==> config.mk <==
export PLATFORM = sky130hd
export DESIGN_NAME = seq_rec_scheduler
export DESIGN_NICKNAME = d
export VERILOG_FILES = /design/src/rtl/seq_rec_pkg.sv /design/src/rtl/run_len_rec.sv /design/src/rtl/seq_rec_scheduler.sv
export SDC_FILE = /design/constraint.sdc
export NUM_CORES = 1
export LEC_CHECK = 0
export ABC_AREA = 1
export CAP_MARGIN = 20
export CORE_UTILIZATION = 40
export DETAILED_ROUTE_END_ITERATION = 7
export MAX_ROUTING_LAYER = met4
export PLACE_DENSITY = 0.57
export SYNTH_ARGS = -nofsm -noshare
export SYNTH_HDL_FRONTEND = slang
export SYNTH_SLANG_ARGS = --single-unit
==> constraint.sdc <==
create_clock -name clk -period 2.2 [get_ports clk]
set_clock_uncertainty 0.05 [all_clocks]
set_input_delay 0.44 -clock clk [delete_from_list [all_inputs] [get_ports clk]]
set_output_delay 0.44 -clock clk [all_outputs]
set_load 0.05 [all_outputs]
==> src/rtl/seq_rec_pkg.sv <==
// Shared types and default parameters for the run-length recognizer scheduler.
package seq_rec_pkg;

    typedef enum logic [1:0] {
        IDLE   = 2'd0,
        RUN    = 2'd1,
        REPORT = 2'd2
    } state_t;

    localparam int DEF_N_CH    = 4;
    localparam int DEF_WIN_LEN = 16;
    localparam int DEF_RUN_LEN = 3;
    localparam int DEF_CNT_W   = 8;

endpackage

==> src/rtl/run_len_rec.sv <==
// Run-length recognizer: flags each sample that completes or extends a run of
// at least RUN_LEN consecutive 1s. The hit output is Mealy on the incoming bit.
module run_len_rec #(
    parameter int RUN_LEN = seq_rec_pkg::DEF_RUN_LEN
) (
    input  logic clk,
    input  logic reset,
    input  logic clr,
    input  logic en,
    input  logic bit_in,
    output logic hit
);

    localparam int RW = $clog2(RUN_LEN);
    localparam logic [RW-1:0] RUN_MAX = RW'(RUN_LEN - 1);

    logic [RW-1:0] run;
    logic          one;

    // Only a solid 1 extends the run; 0, X and Z all break it.
    assign one = (bit_in == 1'b1);
    assign hit = en && (run == RUN_MAX) && one;

    always_ff @(posedge clk) begin
        if (reset || clr) begin
            run <= '0;
        end else if (en) begin
            if (one) begin
                if (run != RUN_MAX)
                    run <= run + 1'b1;
            end else begin
                run <= '0;
            end
        end
    end

endmodule

==> src/rtl/seq_rec_scheduler.sv <==
// Round-robin scheduler sharing one run-length recognizer among N_CH serial
// channels; each grant covers WIN_LEN samples and reports its hit count.
module seq_rec_scheduler
    import seq_rec_pkg::*;
#(
    parameter int N_CH    = DEF_N_CH,
    parameter int WIN_LEN = DEF_WIN_LEN,
    parameter int RUN_LEN = DEF_RUN_LEN,
    parameter int CNT_W   = DEF_CNT_W
) (
    input  logic                    clk,
    input  logic                    reset,
    input  logic [N_CH-1:0]         req,
    input  logic [N_CH-1:0]         d_in,
    output logic [N_CH-1:0]         grant,
    output logic                    rec_en,
    output logic                    rec_hit,
    output logic                    done,
    output logic [$clog2(N_CH)-1:0] done_ch,
    output logic [CNT_W-1:0]        hit_count
);

    localparam int IDX_W = $clog2(N_CH);
    localparam int BC_W  = $clog2(WIN_LEN);
    localparam logic [BC_W-1:0]  LAST_BIT = BC_W'(WIN_LEN - 1);
    localparam logic [IDX_W-1:0] LAST_CH  = IDX_W'(N_CH - 1);

    state_t            state, state_next;
    logic [IDX_W-1:0]  rr_ptr, gnt_idx, pick_idx, cand;
    logic              pick_vld, start, mux_bit, last_sample;
    logic [BC_W-1:0]   bit_cnt;
    logic [CNT_W-1:0]  hit_cnt, hit_cnt_next;

    // First requester at or after rr_ptr, wrapping around.
    always_comb begin
        pick_vld = 1'b0;
        pick_idx = '0;
        cand     = '0;
        for (int unsigned i = 0; i < N_CH; i++) begin
            cand = IDX_W'((32'(rr_ptr) + i) % N_CH);
            if (!pick_vld && req[cand]) begin
                pick_vld = 1'b1;
                pick_idx = cand;
            end
        end
    end

    assign start       = (state == IDLE) && pick_vld;
    assign mux_bit     = d_in[gnt_idx];
    assign rec_en      = (state == RUN);
    assign done        = (state == REPORT);
    assign last_sample = rec_en && (bit_cnt == LAST_BIT);

    always_comb begin
        hit_cnt_next = hit_cnt;
        if (rec_hit && (hit_cnt != '1))
            hit_cnt_next = hit_cnt + 1'b1;
    end

    always_comb begin
        state_next = state;
        case (state)
            IDLE:    if (start) state_next = RUN;
            RUN:     if (last_sample) state_next = REPORT;
            REPORT:  state_next = IDLE;
            default: state_next = IDLE;
        endcase
    end

    always_ff @(posedge clk) begin
        if (reset)
            state <= IDLE;
        else
            state <= state_next;
    end

    always_ff @(posedge clk) begin
        if (reset) begin
            grant     <= '0;
            gnt_idx   <= '0;
            rr_ptr    <= '0;
            bit_cnt   <= '0;
            hit_cnt   <= '0;
            hit_count <= '0;
            done_ch   <= '0;
        end else begin
            case (state)
                IDLE: begin
                    if (start) begin
                        grant   <= N_CH'(1) << pick_idx;
                        gnt_idx <= pick_idx;
                        bit_cnt <= '0;
                        hit_cnt <= '0;
                    end
                end
                RUN: begin
                    bit_cnt <= bit_cnt + 1'b1;
                    hit_cnt <= hit_cnt_next;
                    // Report includes a hit landing on the final sample.
                    if (last_sample) begin
                        hit_count <= hit_cnt_next;
                        done_ch   <= gnt_idx;
                    end
                end
                REPORT: begin
                    grant  <= '0;
                    rr_ptr <= (gnt_idx == LAST_CH) ? '0 : gnt_idx + 1'b1;
                end
                default: grant <= '0;
            endcase
        end
    end

    run_len_rec #(
        .RUN_LEN(RUN_LEN)
    ) u_rec (
        .clk   (clk),
        .reset (reset),
        .clr   (start),
        .en    (rec_en),
        .bit_in(mux_bit),
        .hit   (rec_hit)
    );

endmodule
==> metrics.yaml, run 1 <==
crit_path_end_kind: "primary output"
holdCritPathClass: "flip-flop to flip-flop"
firstDrtPassIters: 4
slew_headroom: 0.668
synthToLayoutAreaGrowth_pct: 22.3
drc: 0
fillers: 491
path_class: "input pin to primary output"
outcome: "finished clean"
gp_congestion: 0.851
postCtsSetupBuffers: 0
seq_area_frac_synth: 0.345
fin_util: 0.510
syn_nets: 307
grt_pass1_wl_mm: 7.10
grt_usage: 0.181
io_pins: 27
met1_length_mm: 2.41
clk_latency_ps: 290
wl_met2_mm: 1.72
cp-start-kind: "input pin"
die_height_um: 72.2
ys_types: 25
multi_input_area_sq_um: 1120
wl_met3_um: 179
grt_pass1_vias: 1481
rsz0062_at_grt: "no"
grt_max_degree: 17
cp_common_cell: "nand3_1"
core_sq_um: 4720
peakVddDrop_uv: 478
ys_warn_count: 0
overflow: 0
wl_mm: 4.37
ant_nets: 0
wl_per_cell_um: 11.2
hpwl_mm: 3.19
rows: 25
cap_violations: 0
p_leak_nw: 1.05
path_cells: "clkdlybuf4s50_1 > nand2_1 > nand3_1 > nand3_1 > inv_1 > buf_12"
powerDensity_nw_per_um2: 541
synth.avg_cell_area_sq_um: 6.73
cts_resized: 0
vias_per_cell: 4.75
drt_iter0_drc: 126
clockBufferDepth: 2
clk_pin_slew_worst_paths_ps: 70
setup_tns_ps: 0
fin_crit_ps: 2020
holdPathStages: 2
final_net_count: 338
fin_area_sq_um: 2410
cts_tree: "done"
dieWidth_um: 72.2
cts_made_buffers: 5
hold_viol_final: 0
placed_area_sq_um: 2320
top_layer_used: "met4"
max_freq_mhz: 495
setup_viol: 0
slew_viol_final: 0
cts-root-buf: "clkbuf_8"
antennaDiodeCount: 0
tightest_slew_ps: 497
drive_above_1_share: 0.135
reg2regPathDepth: 10
synthCells: 293
ctsHoldBuffers: 0
clock-sinks: 34
dieArea_sq_um: 5210
io_buffers: 26
cp_data_required_time_ps: 1710
cts.htree.levels: 2
min_period_over_period: 0.917
critPathMaxStageDelay_ps: 460
regArea_sq_um: 681
critPathArrivalTime_ps: 1530
initial_core_util: 0.417
netlist_area_sq_um: 1970
slowest_stage: "clkdlybuf4s50_1"
ys_ff_latch: 34
num_vias: 1862
antenna_found_initial: 0
path_max_fanout: 4
## synthesized netlist by cell type, drive strengths merged
cell	number	area share
ha	4	0.025
buf	4	0.022
a31oi	6	0.019
xor2	5	0.022
nor2	19	0.037
dfxtp	34	0.35
o21ai	19	0.048
inv	29	0.055
xnor2	1	0.0044
clkbuf	4	0.0076
nand2	104	0.21
and2	1	0.0032
nand4	5	0.016
nor3	1	0.0025
a21oi	22	0.073
nand3	35	0.11
## layout make-up
cell class	instances	area share
clock buffer	7	0.0358
clock inverter	1	0.00208
inverter	29	0.0451
multi-input combinational	222	0.466
sequential	34	0.282
tap	67	0.0348
timing repair buffer	32	0.134
## metal layers
layer / vias up / track usage
met5: - / -
met4: 0 / 0.0719
met3: 5 / 0.0389
met2: 33 / 0.231
met1: 804 / 0.271
li1: 1020 / -
## flip-flops by register name, summed over array words and instances, names as in the netlist
name,count
hit_cnt,8
hit_count,8
bit_cnt,4
grant,4
done_ch,2
gnt_idx,2
rr_ptr,2
state,2
u_rec.run,2
## worst paths after layout
check,start,endpoint,slack [ps]
setup / recovery,d_in[1],rec_hit,180
setup reg to reg,rr_ptr[0],gnt_idx[0],400
hold reg to reg,hit_count[1],hit_count[1],430
hold / removal,hit_count[1],hit_count[1],430
## critical path: cells and delay by family
family	cells	cell delay [ps]
buffers and inverters	3	810
and+or+nand+nor	3	270
## cells by family (layout without fill, tap and decap cells)
group / count (synthesis) / in the layout / synth area share
compound gates: 47 / 47 / 0.140
flops: 34 / 34 / 0.345
xor+xnor: 6 / 6 / 0.0266
buf+inv: 37 / 69 / 0.0850
fa+ha+maj: 4 / 4 / 0.0254
simple gates: 165 / 165 / 0.378
## report_power, final
group | leakage [nW] | switching [mW] | internal [mW]
combinational | 0.722 | 0.120 | 0.0657
clock | 0.0482 | 0.226 | 0.252
sequential | 0.275 | 0.0108 | 0.628
total | 1.05 | 0.357 | 0.947
## stage by stage
step	setup slack (ps)	power, mW	instances	hold slack (ps)
6_report	182	1.30	392	427
5_1_grt	96.7	1.37	392	446
4_1_cts	170	1.32	392	426
3_5_place_dp	83.5	0.838	384	416
3_3_place_gp	148	0.839	384	414
2_1_floorplan	446	0.781	293	392
## cell usage in the layout, fill, tap and decap left out
cell / n
clkbuf_8: 6
and2_1: 1
nor2_2: 1
nand2_1: 97
buf_12: 2
dfxtp_1: 34
o21ai_0: 19
clkdlybuf4s50_1: 23
nand3_1: 27
nor2_1: 18
nand4_1: 5
xor2_1: 5
a21oi_1: 13
nand2_2: 6
xnor2_1: 1
a21oi_2: 9
ha_1: 4
inv_2: 3
clkinv_2: 1
a31oi_1: 6
nand2_4: 1
inv_1: 26
nor3_1: 1
clkbuf_1: 1
nand3_2: 8
buf_4: 7
(Power assumes the default switching activity.)
==> run 2: changes to the inputs <==
- clock period: 2.2 -> 1.88 ns (I/O delays scaled with it)
==> metrics.yaml, run 2 (synthesis results as in run 1) <==
outcome: "finished clean"
clock-sinks: 34
firstDrtPassIters: 6
slew_headroom: 0.707
ant_nets: 0
rows: 25
tightest_slew_ps: 437
io_buffers: 26
path_class: "input pin to primary output"
wl_per_cell_um: 11.7
die_height_um: 72.2
synthToLayoutAreaGrowth_pct: 27.3
cp-start-kind: "input pin"
layout_commonest_cell: "nand2_1"
gp_congestion: 0.877
cap_violations: 0
antenna_found_initial: 0
cts_tree: "done"
wl_met2_mm: 1.93
min_period_over_period: 0.967
antennaDiodeCount: 0
layout_common_cells: "nand2_1 (97), dfxtp_1 (31), buf_4 (29)"
grt_pass1_vias: 1624
drive_above_1_share: 0.230
num_vias: 1931
vias_per_cell: 4.80
overflow: 0
max_freq_mhz: 550
cts.htree.levels: 2
final_net_count: 348
slew_viol_final: 0
top_layer_used: "met4"
largestRegisters: "hit_cnt (8), hit_count (8)"
io_pins: 27
grt_usage: 0.194
grt_pass1_wl_mm: 7.68
clk_pin_slew_worst_paths_ps: 70
cts_made_buffers: 5
setup_tns_ps: 0
peakVddDrop_uv: 406
hpwl_mm: 3.42
post_layout_nonfiller_instances: 402
cp_data_required_time_ps: 1450
numPlacedInstances: 394
dieWidth_um: 72.2
powerDensity_nw_per_um2: 619
drt_iter0_drc: 139
core_sq_um: 4720
clk_latency_ps: 280
initial_core_util: 0.417
fin_area_sq_um: 2510
clockBufferDepth: 2
post-route-worst-setup-slack_ps: 61.8
grt_max_degree: 17
drc: 0
cts-root-buf: "clkbuf_8"
fin_util: 0.531
met1_length_mm: 2.57
setup_viol: 0
dieArea_sq_um: 5210
ctsHoldBuffers: 0
fin_crit_ps: 1820
dpl_worst_slack_ps: -163
hold_viol_final: 0
wl_mm: 4.71
critPathArrivalTime_ps: 1390
holdCritPathClass: "flip-flop to flip-flop"
crit_path_end_kind: "primary output"
path_max_fanout: 4
p_leak_nw: 1.13
wl_met3_um: 178
placed_area_sq_um: 2370
-- run 2: cell count changes in the layout (fill, tap and decap cells not counted), sizes merged --
cell / before / now
buf: 9 / 33
clkinvlp: 0 / 1
clkbuf: 7 / 6
clkdlybuf4s50: 23 / 9
-- run 2: what timing repair did --
item	CTS	global route
endpoints found under the hold margin	0	0
pin swaps	0	1
buffers inserted	0	0
endpoints found under the setup margin	1	7
resized for setup	1	12
-- run 2: per-stage QoR --
step	hold WS [ps]	total power [mW]
floorplan	392	0.913
global route	449	1.63
global placement	413	0.988
CTS	424	1.57
finish	420	1.55
detailed placement	413	0.987
-- run 2: critical path, stage by stage --
cell and delay (ps):
clkdlybuf4s50_1 460, nand2_1 50, nand3_1 110, nand3_2 140, inv_4 110, buf_12 130
-- run 2: layer usage --
layer,global-route usage,up-vias
met4,0.0523,0
met2,0.264,29
met5,-,-
met1,0.286,867
li1,-,1030
met3,0.0444,5
-- run 2: power breakdown --
| part | switching, mW | internal (mW) |
|---|---|---|
| clock network | 0.276 | 0.294 |
| registers | 0.0132 | 0.735 |
| logic | 0.149 | 0.0859 |
| total | 0.438 | 1.12 |
-- run 2: final cells by class --
cell class / count / area, sq um
Fill cell: 481 / 2210
Multi-Input combinational cell: 222 / 1160
Sequential cell: 34 / 684
Timing Repair Buffer: 42 / 379
Inverter: 29 / 111
Tap cell: 67 / 83.8
Clock buffer: 6 / 82.6
Clock inverter: 2 / 12.5
-- run 2: final timing paths --
check          startpoint           end  slack, ps  depth (start not counted)
min reg2reg  u_rec.run[0]  u_rec.run[0]        420                          2
max reg2reg    hit_cnt[1]    hit_cnt[4]        210                          9
max               d_in[1]       rec_hit         60                          6
min          u_rec.run[0]  u_rec.run[0]        420                          2
==> run 3: changes to the inputs <==
- CORE_UTILIZATION: 40 -> 35
- PLACE_DENSITY: 0.57 -> 0.51
==> metrics.yaml, run 3 (synthesis results as in run 1) <==
outcome: "finished clean"
critPathArrivalTime_ps: 1350
switching_share: 0.279
internal-power_mw: 1.13
p_leak_nw: 1.17
fin_area_sq_um: 2570
path_class: "flip-flop to primary output"
setup_viol: 0
num_vias: 1936
grt_max_degree: 17
hpwl_mm: 3.52
gp_congestion: 0.842
clk_latency_ps: 290
path_max_fanout: 6
clk_pin_slew_worst_paths_ps: 70
vias_per_cell: 4.69
antennaDiodeCount: 0
numPlacedInstances: 397
cp-start-kind: "flip-flop"
max_freq_mhz: 562
fin_util: 0.488
tightest_slew_ps: 678
rows: 26
regArea_sq_um: 682
io_pins: 27
drive_above_1_share: 0.242
multi_input_area_sq_um: 1170
setup_tns_ps: 0
hold_viol_final: 0
cap_violations: 0
fillers: 570
slew_headroom: 0.546
initial_core_util: 0.374
power_frac_comb: 0.164
seqPwrFrac: 0.477
ctsHoldBuffers: 0
wl_per_cell_um: 11.9
min_period_over_period: 0.946
grt_pass1_wl_mm: 8.16
final_net_count: 356
cp_top_family: "buffers and inverters"
total_power_mw: 1.57
switchingPower_uw: 438
io_buffers: 26
holdCritPathClass: "flip-flop to flip-flop"
grt_usage: 0.177
clkPwrFrac: 0.359
holdWs_ps: 420
critPathMaxStageDelay_ps: 340
clock-sinks: 34
peakVddDrop_uv: 504
synthToLayoutAreaGrowth_pct: 30.5
clockBufferDepth: 2
antenna_found_initial: 0
dpl_worst_slack_ps: -160
crit_path_end_kind: "primary output"
fin_crit_ps: 1780
largestRegisters: "hit_cnt (8), hit_count (8)"
cp_data_required_time_ps: 1450
dieArea_sq_um: 5940
slew_viol_final: 0
critPathBufInv: 4
placed_area_sq_um: 2380
drt_iter0_drc: 91
cts-root-buf: "clkbuf_8"
firstDrtPassIters: 4
rsz0062_at_grt: "yes"
post-route-worst-setup-slack_ps: 102
cts_made_buffers: 5
drc: 0
die_height_um: 77.1
dieWidth_um: 77.1
wl_mm: 4.92
cts_tree: "done"
ant_nets: 0
layout_commonest_cell: "nand2_1"
layout_common_cells: "nand2_1 (97), buf_4 (37), dfxtp_1 (33)"
slowest_stage: "dfxtp_1"
overflow: 0
grt_pass1_vias: 1776
post_layout_nonfiller_instances: 413
path_cells: "inv_2 > nand2_1 > buf_4 > clkinvlp_4 > buf_12"
core_sq_um: 5270
cts.htree.levels: 2
powerDensity_nw_per_um2: 610
run 3: final timing paths:
kind	start	end	slack [ps]	depth (start not counted)
worst max-delay path	state[1]	rec_en	100	5
worst min-delay path	u_rec.run[0]	u_rec.run[0]	420	2
worst max register to register	rr_ptr[0]	gnt_idx[0]	130	9
worst min register to register	u_rec.run[0]	u_rec.run[0]	420	2
run 3: metal layers:
metal / track usage / vias to the layer above / part of all wire
met5: - / - / 0
met4: 0.0566 / 0 / 0.0043
met3: 0.0381 / 2 / 0.031
met2: 0.267 / 29 / 0.44
met1: 0.235 / 855 / 0.52
li1: - / 1050 / -
run 3: repair_timing:
item	in CTS	in global routing
cloned	0	1
resized for setup	1	10
pin swaps	0	2
setup buffers	1	6
endpoints found under the setup margin	1	12
run 3: power groups by stage:
stage | Sequential (mW) | Clock (mW) | Combinational, mW
2_1_floorplan | 0.779 | 0 | 0.134
4_1_cts | 0.748 | 0.588 | 0.227
3_3_place_gp | 0.764 | 0 | 0.226
5_1_grt | 0.750 | 0.623 | 0.281
3_5_place_dp | 0.764 | 0 | 0.225
6_report | 0.748 | 0.564 | 0.257
run 3: area by class of cell:
cell class                      count  area share
Inverter                           29      0.0438
Timing Repair Buffer               49       0.166
Tap cell                           70      0.0340
Sequential cell                    34       0.265
Multi-Input combinational cell    223       0.455
Clock buffer                        7      0.0336
Clock inverter                      1     0.00195
run 3: worst min-delay path, cell delays in order (launching register included):
cell,delay [ps]
dfxtp_1,310
nand2_1,60
a21oi_1,50
